**config.mk**
```make
export PLATFORM = sky130hd
export DESIGN_NAME = pc_fetch_sequencer_flat
export DESIGN_NICKNAME = d
export VERILOG_FILES = /design/src/rtl/pc_fetch_sequencer_pkg.sv /design/src/rtl/pc_fetch_sequencer_if.sv /design/src/rtl/pc_flush_timer.sv /design/src/rtl/pc_fetch_sequencer.sv /design/src/flat_wrapper.sv
export VERILOG_INCLUDE_DIRS = /design/src /design/src/rtl
export SDC_FILE = /design/constraint.sdc
export NUM_CORES = 1
export LEC_CHECK = 0
export CAP_MARGIN = 20
export CORE_MARGIN = 1
export CORE_UTILIZATION = 29
export DETAILED_ROUTE_END_ITERATION = 10
export HOLD_SLACK_MARGIN = 0.06
export REMOVE_ABC_BUFFERS = 1
export SLEW_MARGIN = 20
export SYNTH_ARGS = -nofsm -noshare
export SYNTH_HDL_FRONTEND = slang
export SYNTH_SLANG_ARGS = --single-unit
```
**constraint.sdc**
```tcl
create_clock -name clk -period 3.7 [get_ports clk]
set_clock_uncertainty 0.05 [all_clocks]
set_input_delay 1.11 -clock clk [delete_from_list [all_inputs] [get_ports clk]]
set_output_delay 1.11 -clock clk [all_outputs]
set_load 0.005 [all_outputs]
```
**src/rtl/constants.sv**
```systemverilog
// Shared PC source-select encodings used across the core.
//   `PC_IF  : sequential fetch (PC + 4)
//   `PC_EX  : EX-relative target (taken branch / JAL)
//   `PC_REG : register-relative target (JALR)
// Include-guarded so several files can pull it in safely.
`ifndef PC_CONSTANTS_SV
`define PC_CONSTANTS_SV

`define PC_IF  2'd0
`define PC_EX  2'd1
`define PC_REG 2'd2

`endif

```
**src/rtl/pc_fetch_sequencer_pkg.sv**
```systemverilog
// Package for the PC fetch sequencer.
// Contents:
//   seq_state_e      : sequencer states (BOOT, RUN, STALL, WAIT_RDY, FLUSH)
//   pc_sel_t         : 2-bit PC source select type
//   PC_SEL_*         : typed aliases of the core-wide `PC_IF/`PC_EX/`PC_REG encodings
//   ex_redirect_sel  : maps an EX redirect to its PC source (JALR wins over branch/JAL)
`include "constants.sv"

package pc_fetch_sequencer_pkg;

  typedef enum logic [2:0] {
    ST_BOOT,
    ST_RUN,
    ST_STALL,
    ST_WAIT_RDY,
    ST_FLUSH
  } seq_state_e;

  typedef logic [1:0] pc_sel_t;

  // Typed views of the shared encodings; the values themselves live in constants.sv.
  localparam pc_sel_t PC_SEL_IF  = `PC_IF;
  localparam pc_sel_t PC_SEL_EX  = `PC_EX;
  localparam pc_sel_t PC_SEL_REG = `PC_REG;

  // When EX carries both a JALR and a taken branch flag, the JALR target is the real one.
  function automatic pc_sel_t ex_redirect_sel(input logic is_jalr);
    return is_jalr ? PC_SEL_REG : PC_SEL_EX;
  endfunction

endpackage

```
**src/rtl/pc_fetch_sequencer_if.sv**
```systemverilog
// Bundle of the sequencer's control-path signals.
// Parameter: CNT_W - width of redirect_cnt.
// Signals:
//   imem_ready, hazard_stall, ex_valid, ex_br_taken, ex_jalr : into the sequencer
//   pc_en, pc_mux, flush_if_id, flush_id_ex, fetch_valid,
//   redirect_cnt                                              : out of the sequencer
//   trap_req, trap_mux                                        : into the sequencer, only when
//                                                               PC_TRAP_EN is defined
// Modports:
//   master : the sequencer itself
//   slave  : the surrounding pipeline (hazard unit, EX resolve, imem port, PC register)
interface pc_fetch_sequencer_if
  import pc_fetch_sequencer_pkg::*;
#(
  parameter int CNT_W = 16
);

  logic             imem_ready;
  logic             hazard_stall;
  logic             ex_valid;
  logic             ex_br_taken;
  logic             ex_jalr;
`ifdef PC_TRAP_EN
  logic             trap_req;
  pc_sel_t          trap_mux;
`endif
  logic             pc_en;
  pc_sel_t          pc_mux;
  logic             flush_if_id;
  logic             flush_id_ex;
  logic             fetch_valid;
  logic [CNT_W-1:0] redirect_cnt;

`ifdef PC_TRAP_EN
  modport master (
    input  imem_ready, hazard_stall, ex_valid, ex_br_taken, ex_jalr, trap_req, trap_mux,
    output pc_en, pc_mux, flush_if_id, flush_id_ex, fetch_valid, redirect_cnt
  );
  modport slave (
    output imem_ready, hazard_stall, ex_valid, ex_br_taken, ex_jalr, trap_req, trap_mux,
    input  pc_en, pc_mux, flush_if_id, flush_id_ex, fetch_valid, redirect_cnt
  );
`else
  modport master (
    input  imem_ready, hazard_stall, ex_valid, ex_br_taken, ex_jalr,
    output pc_en, pc_mux, flush_if_id, flush_id_ex, fetch_valid, redirect_cnt
  );
  modport slave (
    output imem_ready, hazard_stall, ex_valid, ex_br_taken, ex_jalr,
    input  pc_en, pc_mux, flush_if_id, flush_id_ex, fetch_valid, redirect_cnt
  );
`endif

endinterface

```
**src/rtl/pc_flush_timer.sv**
```systemverilog
// Down-counter that times the post-redirect flush window.
// Parameter: FLUSH_CYCLES - length of the window in cycles (>= 1).
// Ports:
//   clk   in  : clock
//   rst_n in  : asynchronous active-low reset
//   load  in  : start a new window (takes priority over counting)
//   done  out : high in the last cycle of the window, and whenever idle
module pc_flush_timer #(
  parameter int unsigned FLUSH_CYCLES = 2
) (
  input  logic clk,
  input  logic rst_n,
  input  logic load,
  output logic done
);

  // Holds FLUSH_CYCLES-1 down to 0, so the window is exactly FLUSH_CYCLES cycles long.
  localparam int unsigned W = (FLUSH_CYCLES > 1) ? $clog2(FLUSH_CYCLES) : 1;

  logic [W-1:0] cnt_q;
  logic [W-1:0] cnt_d;

  assign done = (cnt_q == '0);

  always_comb begin
    cnt_d = cnt_q;
    if (load) begin
      cnt_d = W'(FLUSH_CYCLES - 1);
    end else if (!done) begin
      cnt_d = cnt_q - 1'b1;
    end
  end

  always_ff @(posedge clk or negedge rst_n) begin
    if (!rst_n) begin
      cnt_q <= '0;
    end else begin
      cnt_q <= cnt_d;
    end
  end

endmodule

```
**src/rtl/pc_fetch_sequencer.sv**
```systemverilog
// PC fetch sequencer: decides each cycle whether the PC register loads and from which source,
// arbitrating sequential fetch, EX-stage redirects (branch/JAL -> `PC_EX, JALR -> `PC_REG),
// hazard stalls and the post-redirect pipeline flush. A redirect that arrives while imem is
// not ready is held (WAIT_RDY) and applied on the first ready cycle.
// Parameters: BOOT_CYCLES (>=1), FLUSH_CYCLES (>=1), CNT_W (redirect counter width).
// Ports:
//   clk   in : clock, rising edge
//   rst_n in : asynchronous active-low reset
//   bus       : pc_fetch_sequencer_if.master - handshake inputs and PC control outputs
// Optional feature: define PC_TRAP_EN to add trap_req/trap_mux, a top-priority redirect
// source active in every state except BOOT.
module pc_fetch_sequencer
  import pc_fetch_sequencer_pkg::*;
#(
  parameter int unsigned BOOT_CYCLES  = 1,
  parameter int unsigned FLUSH_CYCLES = 2,
  parameter int unsigned CNT_W        = 16
) (
  input  logic                  clk,
  input  logic                  rst_n,
  pc_fetch_sequencer_if.master  bus
);

  localparam int unsigned BOOT_W = (BOOT_CYCLES > 1) ? $clog2(BOOT_CYCLES) : 1;

  seq_state_e        state_q,    state_d;
  logic [BOOT_W-1:0] boot_cnt_q, boot_cnt_d;
  pc_sel_t           pend_mux_q, pend_mux_d;
  logic [CNT_W-1:0]  cnt_q,      cnt_d;

  logic    redir_req;
  pc_sel_t redir_mux;
  logic    flush_load;
  logic    flush_done;
  logic    pc_en;
  pc_sel_t pc_mux;
  logic    flush;

  pc_flush_timer #(
    .FLUSH_CYCLES (FLUSH_CYCLES)
  ) u_flush_timer (
    .clk   (clk),
    .rst_n (rst_n),
    .load  (flush_load),
    .done  (flush_done)
  );

  // Redirect source for this cycle. EX is only listened to outside BOOT and FLUSH: during
  // FLUSH the EX slot holds a killed wrong-path instruction.
  always_comb begin
    redir_req = 1'b0;
    redir_mux = PC_SEL_IF;
    if ((state_q == ST_RUN || state_q == ST_STALL || state_q == ST_WAIT_RDY) &&
        bus.ex_valid && (bus.ex_jalr || bus.ex_br_taken)) begin
      redir_req = 1'b1;
      redir_mux = ex_redirect_sel(bus.ex_jalr);
    end
`ifdef PC_TRAP_EN
    if (state_q != ST_BOOT && bus.trap_req) begin
      redir_req = 1'b1;
      redir_mux = bus.trap_mux;
    end
`endif
  end

  // Next state and the same-cycle PC controls. A fresh redirect always outranks a pending
  // one, so a new request in WAIT_RDY simply overwrites pend_mux.
  always_comb begin
    state_d    = state_q;
    boot_cnt_d = boot_cnt_q;
    pend_mux_d = pend_mux_q;
    flush_load = 1'b0;
    pc_en      = 1'b0;
    pc_mux     = PC_SEL_IF;
    flush      = 1'b0;

    if (redir_req) begin
      flush = 1'b1;
      if (bus.imem_ready) begin
        pc_en      = 1'b1;
        pc_mux     = redir_mux;
        pend_mux_d = PC_SEL_IF;
        flush_load = 1'b1;
        state_d    = ST_FLUSH;
      end else begin
        pend_mux_d = redir_mux;
        state_d    = ST_WAIT_RDY;
      end
    end else begin
      case (state_q)
        ST_BOOT: begin
          if (boot_cnt_q == '0) begin
            state_d = ST_RUN;
          end else begin
            boot_cnt_d = boot_cnt_q - 1'b1;
          end
        end
        ST_RUN, ST_STALL: begin
          // A stall keeps the PC so the same address is fetched again.
          if (bus.hazard_stall) begin
            state_d = ST_STALL;
          end else begin
            pc_en   = bus.imem_ready;
            state_d = ST_RUN;
          end
        end
        ST_WAIT_RDY: begin
          flush = 1'b1;
          if (bus.imem_ready) begin
            pc_en      = 1'b1;
            pc_mux     = pend_mux_q;
            pend_mux_d = PC_SEL_IF;
            flush_load = 1'b1;
            state_d    = ST_FLUSH;
          end
        end
        ST_FLUSH: begin
          flush = 1'b1;
          pc_en = bus.imem_ready;
          if (flush_done) begin
            state_d = ST_RUN;
          end
        end
        default: begin
          state_d = ST_BOOT;
        end
      endcase
    end
  end

  // Counts applied redirects only; sticks at all-ones.
  always_comb begin
    cnt_d = cnt_q;
    if (pc_en && (pc_mux != PC_SEL_IF) && (cnt_q != '1)) begin
      cnt_d = cnt_q + 1'b1;
    end
  end

  always_ff @(posedge clk or negedge rst_n) begin
    if (!rst_n) begin
      state_q    <= ST_BOOT;
      boot_cnt_q <= BOOT_W'(BOOT_CYCLES - 1);
      pend_mux_q <= PC_SEL_IF;
      cnt_q      <= '0;
    end else begin
      state_q    <= state_d;
      boot_cnt_q <= boot_cnt_d;
      pend_mux_q <= pend_mux_d;
      cnt_q      <= cnt_d;
    end
  end

  assign bus.pc_en        = pc_en;
  assign bus.pc_mux       = pc_mux;
  assign bus.flush_if_id  = flush;
  assign bus.flush_id_ex  = flush;
  assign bus.fetch_valid  = (state_q != ST_BOOT);
  assign bus.redirect_cnt = cnt_q;

endmodule

```
**src/flat_wrapper.sv**
```systemverilog
// flat-port wrapper written by rule: the top's interface ports become plain ports
module pc_fetch_sequencer_flat import pc_fetch_sequencer_pkg::*;
#(
  parameter int unsigned BOOT_CYCLES  = 1,
  parameter int unsigned FLUSH_CYCLES = 2,
  parameter int unsigned CNT_W        = 16
)
  (clk, rst_n, bus_imem_ready, bus_hazard_stall, bus_ex_valid, bus_ex_br_taken, bus_ex_jalr, bus_pc_en, bus_pc_mux, bus_flush_if_id, bus_flush_id_ex, bus_fetch_valid, bus_redirect_cnt);
  pc_fetch_sequencer_if #(.CNT_W(CNT_W)) bus_i ();
  input  logic clk;
  input  logic rst_n;
  input wire logic [$bits(bus_i.imem_ready)-1:0] bus_imem_ready;
  input wire logic [$bits(bus_i.hazard_stall)-1:0] bus_hazard_stall;
  input wire logic [$bits(bus_i.ex_valid)-1:0] bus_ex_valid;
  input wire logic [$bits(bus_i.ex_br_taken)-1:0] bus_ex_br_taken;
  input wire logic [$bits(bus_i.ex_jalr)-1:0] bus_ex_jalr;
  output wire logic [$bits(bus_i.pc_en)-1:0] bus_pc_en;
  output wire logic [$bits(bus_i.pc_mux)-1:0] bus_pc_mux;
  output wire logic [$bits(bus_i.flush_if_id)-1:0] bus_flush_if_id;
  output wire logic [$bits(bus_i.flush_id_ex)-1:0] bus_flush_id_ex;
  output wire logic [$bits(bus_i.fetch_valid)-1:0] bus_fetch_valid;
  output wire logic [$bits(bus_i.redirect_cnt)-1:0] bus_redirect_cnt;
  assign bus_i.imem_ready = bus_imem_ready;
  assign bus_i.hazard_stall = bus_hazard_stall;
  assign bus_i.ex_valid = bus_ex_valid;
  assign bus_i.ex_br_taken = bus_ex_br_taken;
  assign bus_i.ex_jalr = bus_ex_jalr;
  assign bus_pc_en = bus_i.pc_en;
  assign bus_pc_mux = bus_i.pc_mux;
  assign bus_flush_if_id = bus_i.flush_if_id;
  assign bus_flush_id_ex = bus_i.flush_id_ex;
  assign bus_fetch_valid = bus_i.fetch_valid;
  assign bus_redirect_cnt = bus_i.redirect_cnt;
  pc_fetch_sequencer #(.BOOT_CYCLES(BOOT_CYCLES), .FLUSH_CYCLES(FLUSH_CYCLES), .CNT_W(CNT_W)) u_core (.clk(clk), .rst_n(rst_n), .bus(bus_i));
endmodule
```
[Word level (Yosys, flattened, before mapping)]
Cells that the tools add are included.
Cells by class
  $add $sub $neg: 3
  equality and inequality tests: 8
  muxes and demuxes: 29
  bitwise operators: 1
  reduce and logical (&&, ||, !) cells: 17
Operators with widths (number)
  $mux W2: 11
  $add A16 B1 Y16 const B: 1
  $ne A16 B16 Y1 const B: 1
  $mux W3: 5
  $pmux W3 S4: 1
  $mux W1: 11
  $eq A3 B2 Y1 const B: 2
  $ne A3 B2 Y1 const B: 2
  $reduce_bool A2 Y1: 3
  $logic_and A1 B1 Y1: 4
  $reduce_and A2 Y1: 2
  $reduce_or A2 Y1: 2
  $eq A3 B1 Y1 const B: 1
  $eq A3 B3 Y1 const B: 1
  $logic_not A3 Y1: 1
  $logic_or A1 B1 Y1: 3
  $ne A3 B3 Y1 const B: 1
  $pmux W1 S3: 1
  $reduce_and A3 Y1: 1
  $reduce_bool A3 Y1: 1
  $sub A1 B1 Y1 const B: 2
  $not A1 Y1: 1
Word-level totals
  flip-flop bits (word level): 23
  input port bits: 7
  output and inout port bits: 22
  word-level logic and storage cells: 63

[Longest topological paths before layout]
  word-level depth: 11
  mapped depth: 7

[By module]
A second synthesis with hierarchy kept.
Unflattened totals
  cell total of the unflattened synthesis: 127
  area total of the unflattened synthesis: 1280.0 µm²
By module, submodules not included
  pc_fetch_sequencer: instances 1, cells each 125, area an instance 1251.2 µm², seq. area each 525.5 µm²
  pc_flush_timer: instances 1, cells each 2, area an instance 28.8 µm², seq. area each 25.0 µm²

[Least setup slack after synthesis]
OpenSTA, ideal clock, no wires.
  path type: input to output
  from: in bus_ex_br_taken
  to: out bus_pc_mux[0]
  arrival: 1.996 ns
  data required time: 2.540 ns
  slack: 0.544 ns
  stages: 5
  buffers on the path: 1
  cells stage by stage: o21ai_4 > or3_1 > clkbuf_1 > nand2b_1 > a21boi_0
Between the ends
  longest elaborated chain between the ends: 5
  elaborated cells on any way between the ends: 6
  classes of those cells: mux: 4; reduce/logical: 2
Ends and longest elaborated chain
  start: declaration: RTL line flat_wrapper.sv:15  | input wire logic [$bits(bus_i.ex_br_taken)-1:0] bus_ex_br_taken;
  $logic_or A1 B1 Y1 *: RTL line pc_fetch_sequencer.sv:54  | bus.ex_valid && (bus.ex_jalr || bus.ex_br_taken)) begin
  $logic_and A1 B1 Y1 *: RTL line pc_fetch_sequencer.sv:54
  $mux W2: RTL line pc_fetch_sequencer.sv:53  | if ((state_q == ST_RUN || state_q == ST_STALL || state_q == ST_WAIT_RDY) &&
  $mux W2: RTL line pc_fetch_sequencer.sv:79  | if (bus.imem_ready) begin
  $mux W2 *: RTL line pc_fetch_sequencer.sv:77  | if (redir_req) begin
  end: declaration: RTL line flat_wrapper.sv:18  | output wire logic [$bits(bus_i.pc_mux)-1:0] bus_pc_mux;
Every way passes the cells marked *; elsewhere a longest branch is shown, timed or not.

[Worst setup path in the final report]
  from: in bus_hazard_stall
  to: out bus_pc_en
Between the ends
  longest elaborated chain between the ends: 3
Ends and longest elaborated chain
  start: declaration: RTL line flat_wrapper.sv:13  | input wire logic [$bits(bus_i.hazard_stall)-1:0] bus_hazard_stall;
  $mux W1: RTL line pc_fetch_sequencer.sv:100  | if (bus.hazard_stall) begin
  $pmux W1 S3: RTL line pc_fetch_sequencer.sv:90  | case (state_q)
  $mux W1: RTL line pc_fetch_sequencer.sv:77
  end: declaration: RTL line flat_wrapper.sv:17  | output wire logic [$bits(bus_i.pc_en)-1:0] bus_pc_en;
No other way between the ends.

==> reports/metrics.csv <==
metric;value;unit
first-pass GRT wire length;4885;microns
Yosys top cell area share;42.51;%
max layer used;met4;
# IOs;29;
CTS Buf Count;3;
LEAKAGE;0.7947;nW
unrepaired setup endpoints after global routing;false;
Mapped Avg Cell Area;9.811;sq um
placed cell areas;0.001627;sq mm
Distinct cells, synth;40;
# diodes;0;
setup ws final;0.1969;ns
Skew-Pair Late Insertion Delay;0.26;ns
Final Cell Area;0.001722;sq mm
Detailed Place HPWL;2090;microns
total core area;0.004144;sq mm
total grt overflow;0;
CTS Buffer Depth;2;
critical path type;primary input to output port;
required time of the critical path;2.54;ns
WL met2;1392;microns
Port Buffers;28;
CP max FO;3;
slowest cell delay on critical path;0.49;ns
Register-to-Register Path Depth;5;
initial antenna violation count;0;
DRT iter0 DRCs;47;
Mapped Cells;132;
Synth Flop Type;dfrtp_1;
largest net degree at the start of global routing;23;
first-pass detailed-route iteration total;4;
pwr dens;571.7;mW/mm^2
Mapped Area;0.001295;sq mm
Die H;68.83;microns
Placer Congestion;0.7410;
worst min path class;flip-flop to flip-flop;
Overall Power;0.0009843;W
Worst EP arrival;2.34;ns
cell row count;23;
CTS tree;yes;
Die ar.;0.004737;sq mm
Hold Violations, Final;0;
worst path cell trace;clkdlybuf4s50_1 > nand3b_1 > a22oi_1 > o21ai_1 > and2_1 > dlygate4sd2_1;
Seq/Total Area, Yosys;42.51;%
pre-CTS worst setup slack;-0.4039;ns
top post-synthesis cells by area;dfrtp_1 43%, xor2_1 6.8%, nand3_1 4.3%;
Critical Path End Type;output port;
final clock period utilization by the worst path;94.68;%
slew margin rel.;54.97;%
final net count;173;
post-route insts no fill;214;
vias per inst;4.963;
maximum VDD drop;291.3;uV
WHS Endpoint;u_core.state_q[0];
gr usage total;13.51;%
DRT Wirelength;2900;microns
vias in the first global route;1109;
synth-to-layout area growth;32.95;%
WL per Instance;13.55;microns
DRC errors left;0;
Post-synth EDFFs;0;
Initial Util;31.25;%
Ys Warns;0;
worst-margin pin slew;0.6734;ns
crit start category;primary input;
top cell type by total area after synthesis;dfrtp_1;
f_max;285.5;MHz
vias after detailed routing;1062;
met1 WL;1377;microns
Worst path slowest cell;clkdlybuf4s50_1;
met3 wire length;123;microns
FF-to-FF Start;u_core.bus.redirect_cnt[0];
Post-DRT Antenna Nets;0;
Post-Place Cells;208;
clock sinks;22;
Final Max Slew Viols;0;
hold path depth;1;
Async SR Flop Fraction;100.0;%
minimum clock period after layout;3.503;ns
Setup-failing EPs final;0;
hold path startpoint;u_core.u_flush_timer.cnt_q;
H-tree levels;1;
CTS clock-pin slew for the worst setup and hold paths;0.08;ns
status;completed;
Hold Buf Count CTS;0;
# Max-Cap Violations;0;
Yosys reg bits;22;
root buffer cell;clkbuf_8;
Die Wd;68.83;microns
RR Endpoint;u_core.bus.redirect_cnt[1];
R2R Setup Slk;1.60;ns
share of cells above drive strength 1;14.63;%
==> cells by family (layout without fill, tap and decap cells) <==
kind of cell             after synthesis  count (layout)  share of synthesized area (%)
AND/OR/NAND/NOR                       60              60                          25.89
flip-flops                            22              22                          42.51
AO/OA/AOI/OAI                         18              18                          12.27
XOR/XNOR                              13              13                          8.792
buffers and inverters                 13              45                          5.507
multiplexers                           4               4                          3.285
adder cells (fa/ha/maj)                2               2                          1.739
==> metrics by stage <==
stage                     utilization (%)  TNS [ns]  hold slack (ns)
after floorplan                         -         0           0.3995
final                               41.55         0           0.4385
after global routing                41.55         0           0.4774
after detailed placement            39.25    -1.647           0.4266
after CTS                           41.49         0           0.4362
after global placement              39.25    -1.374           0.4213
==> layer usage <==
metal | track usage, % | vias to the layer above
met3 | 1.974 | 2
met2 | 23.90 | 25
met4 | 3.061 | 0
met1 | 17.29 | 510
met5 | 0 | -
li1 | - | 525
==> flip-flops by register name, summed over array words and instances (netlist names) <==
register                    flops
u_core.state_q                  3
u_core.pend_mux_q               2
u_core.u_flush_timer.cnt_q      1
u_core.bus.redirect_cnt        16
==> cell type report <==
class	count	area (sq um)
inverter	6	22.52
clock inverter	1	30.03
fill	418	2422
multi-input combinational	97	678.2
clock buffer	3	41.29
tap	50	62.56
sequential	22	550.5
timing repair buffer	35	336.6
==> where the power goes <==
part,switching (W),internal [W]
Sequential,0.0000900,0.000293
Combinational,0.000169,0.000211
Clock,0.0000767,0.000144
==> critical path, delay by kind of cell <==
kind                   cells  cell delay, ns
AO/OA/AOI/OAI              2            0.24
buffers and inverters      2            0.74
AND/OR/NAND/NOR            2            0.24
==> timing repair <==
action,4_1_cts,5_1_grt
endpoints found under the setup margin,5,3
pin swaps,2,0
gates cloned,0,0
resized for setup,12,3
buffers inserted,2,0
hold endpoints to repair,0,0
==> how the worst max path moves through the flow <==
stage                     startpoint       endpoint  depth (start not counted)
floorplan            bus_ex_br_taken  bus_pc_mux[0]                          4
global placement         bus_ex_jalr  bus_pc_mux[0]                          6
detailed placement       bus_ex_jalr  bus_pc_mux[0]                          6
CTS                     bus_ex_valid  bus_pc_mux[1]                          7
global route            bus_ex_valid  bus_pc_mux[0]                          6
finish              bus_hazard_stall      bus_pc_en                          6
==> cell usage after synthesis (4+ instances only) <==
cell      instances
dfrtp_1          22
nand3_1          11
nor2_1           11
nand2_1          10
xor2_1           10
inv_1             6
nand2b_1          5
nor3_2            5
nor3_1            4
==> placed cells by master, fill, tap and decap left out, types with 2 or more instances in the layout <==
cell,Yosys,routed
a21oi_1,3,3
and2_1,3,3
and4_1,2,2
buf_4,2,6
clkbuf_8,0,3
clkdlybuf4s50_1,0,19
dfrtp_1,22,22
dlygate4sd2_1,0,3
dlymetal6s2s_1,0,3
inv_1,6,6
mux2i_1,2,2
nand2_1,10,10
nand2b_1,5,5
nand3_1,11,11
nand3b_1,2,2
nand4_1,2,2
nor2_1,11,11
nor3_1,4,4
nor3_2,5,5
o21ai_1,0,2
xnor2_1,3,3
xor2_1,10,10
(Power assumes the default switching activity.)
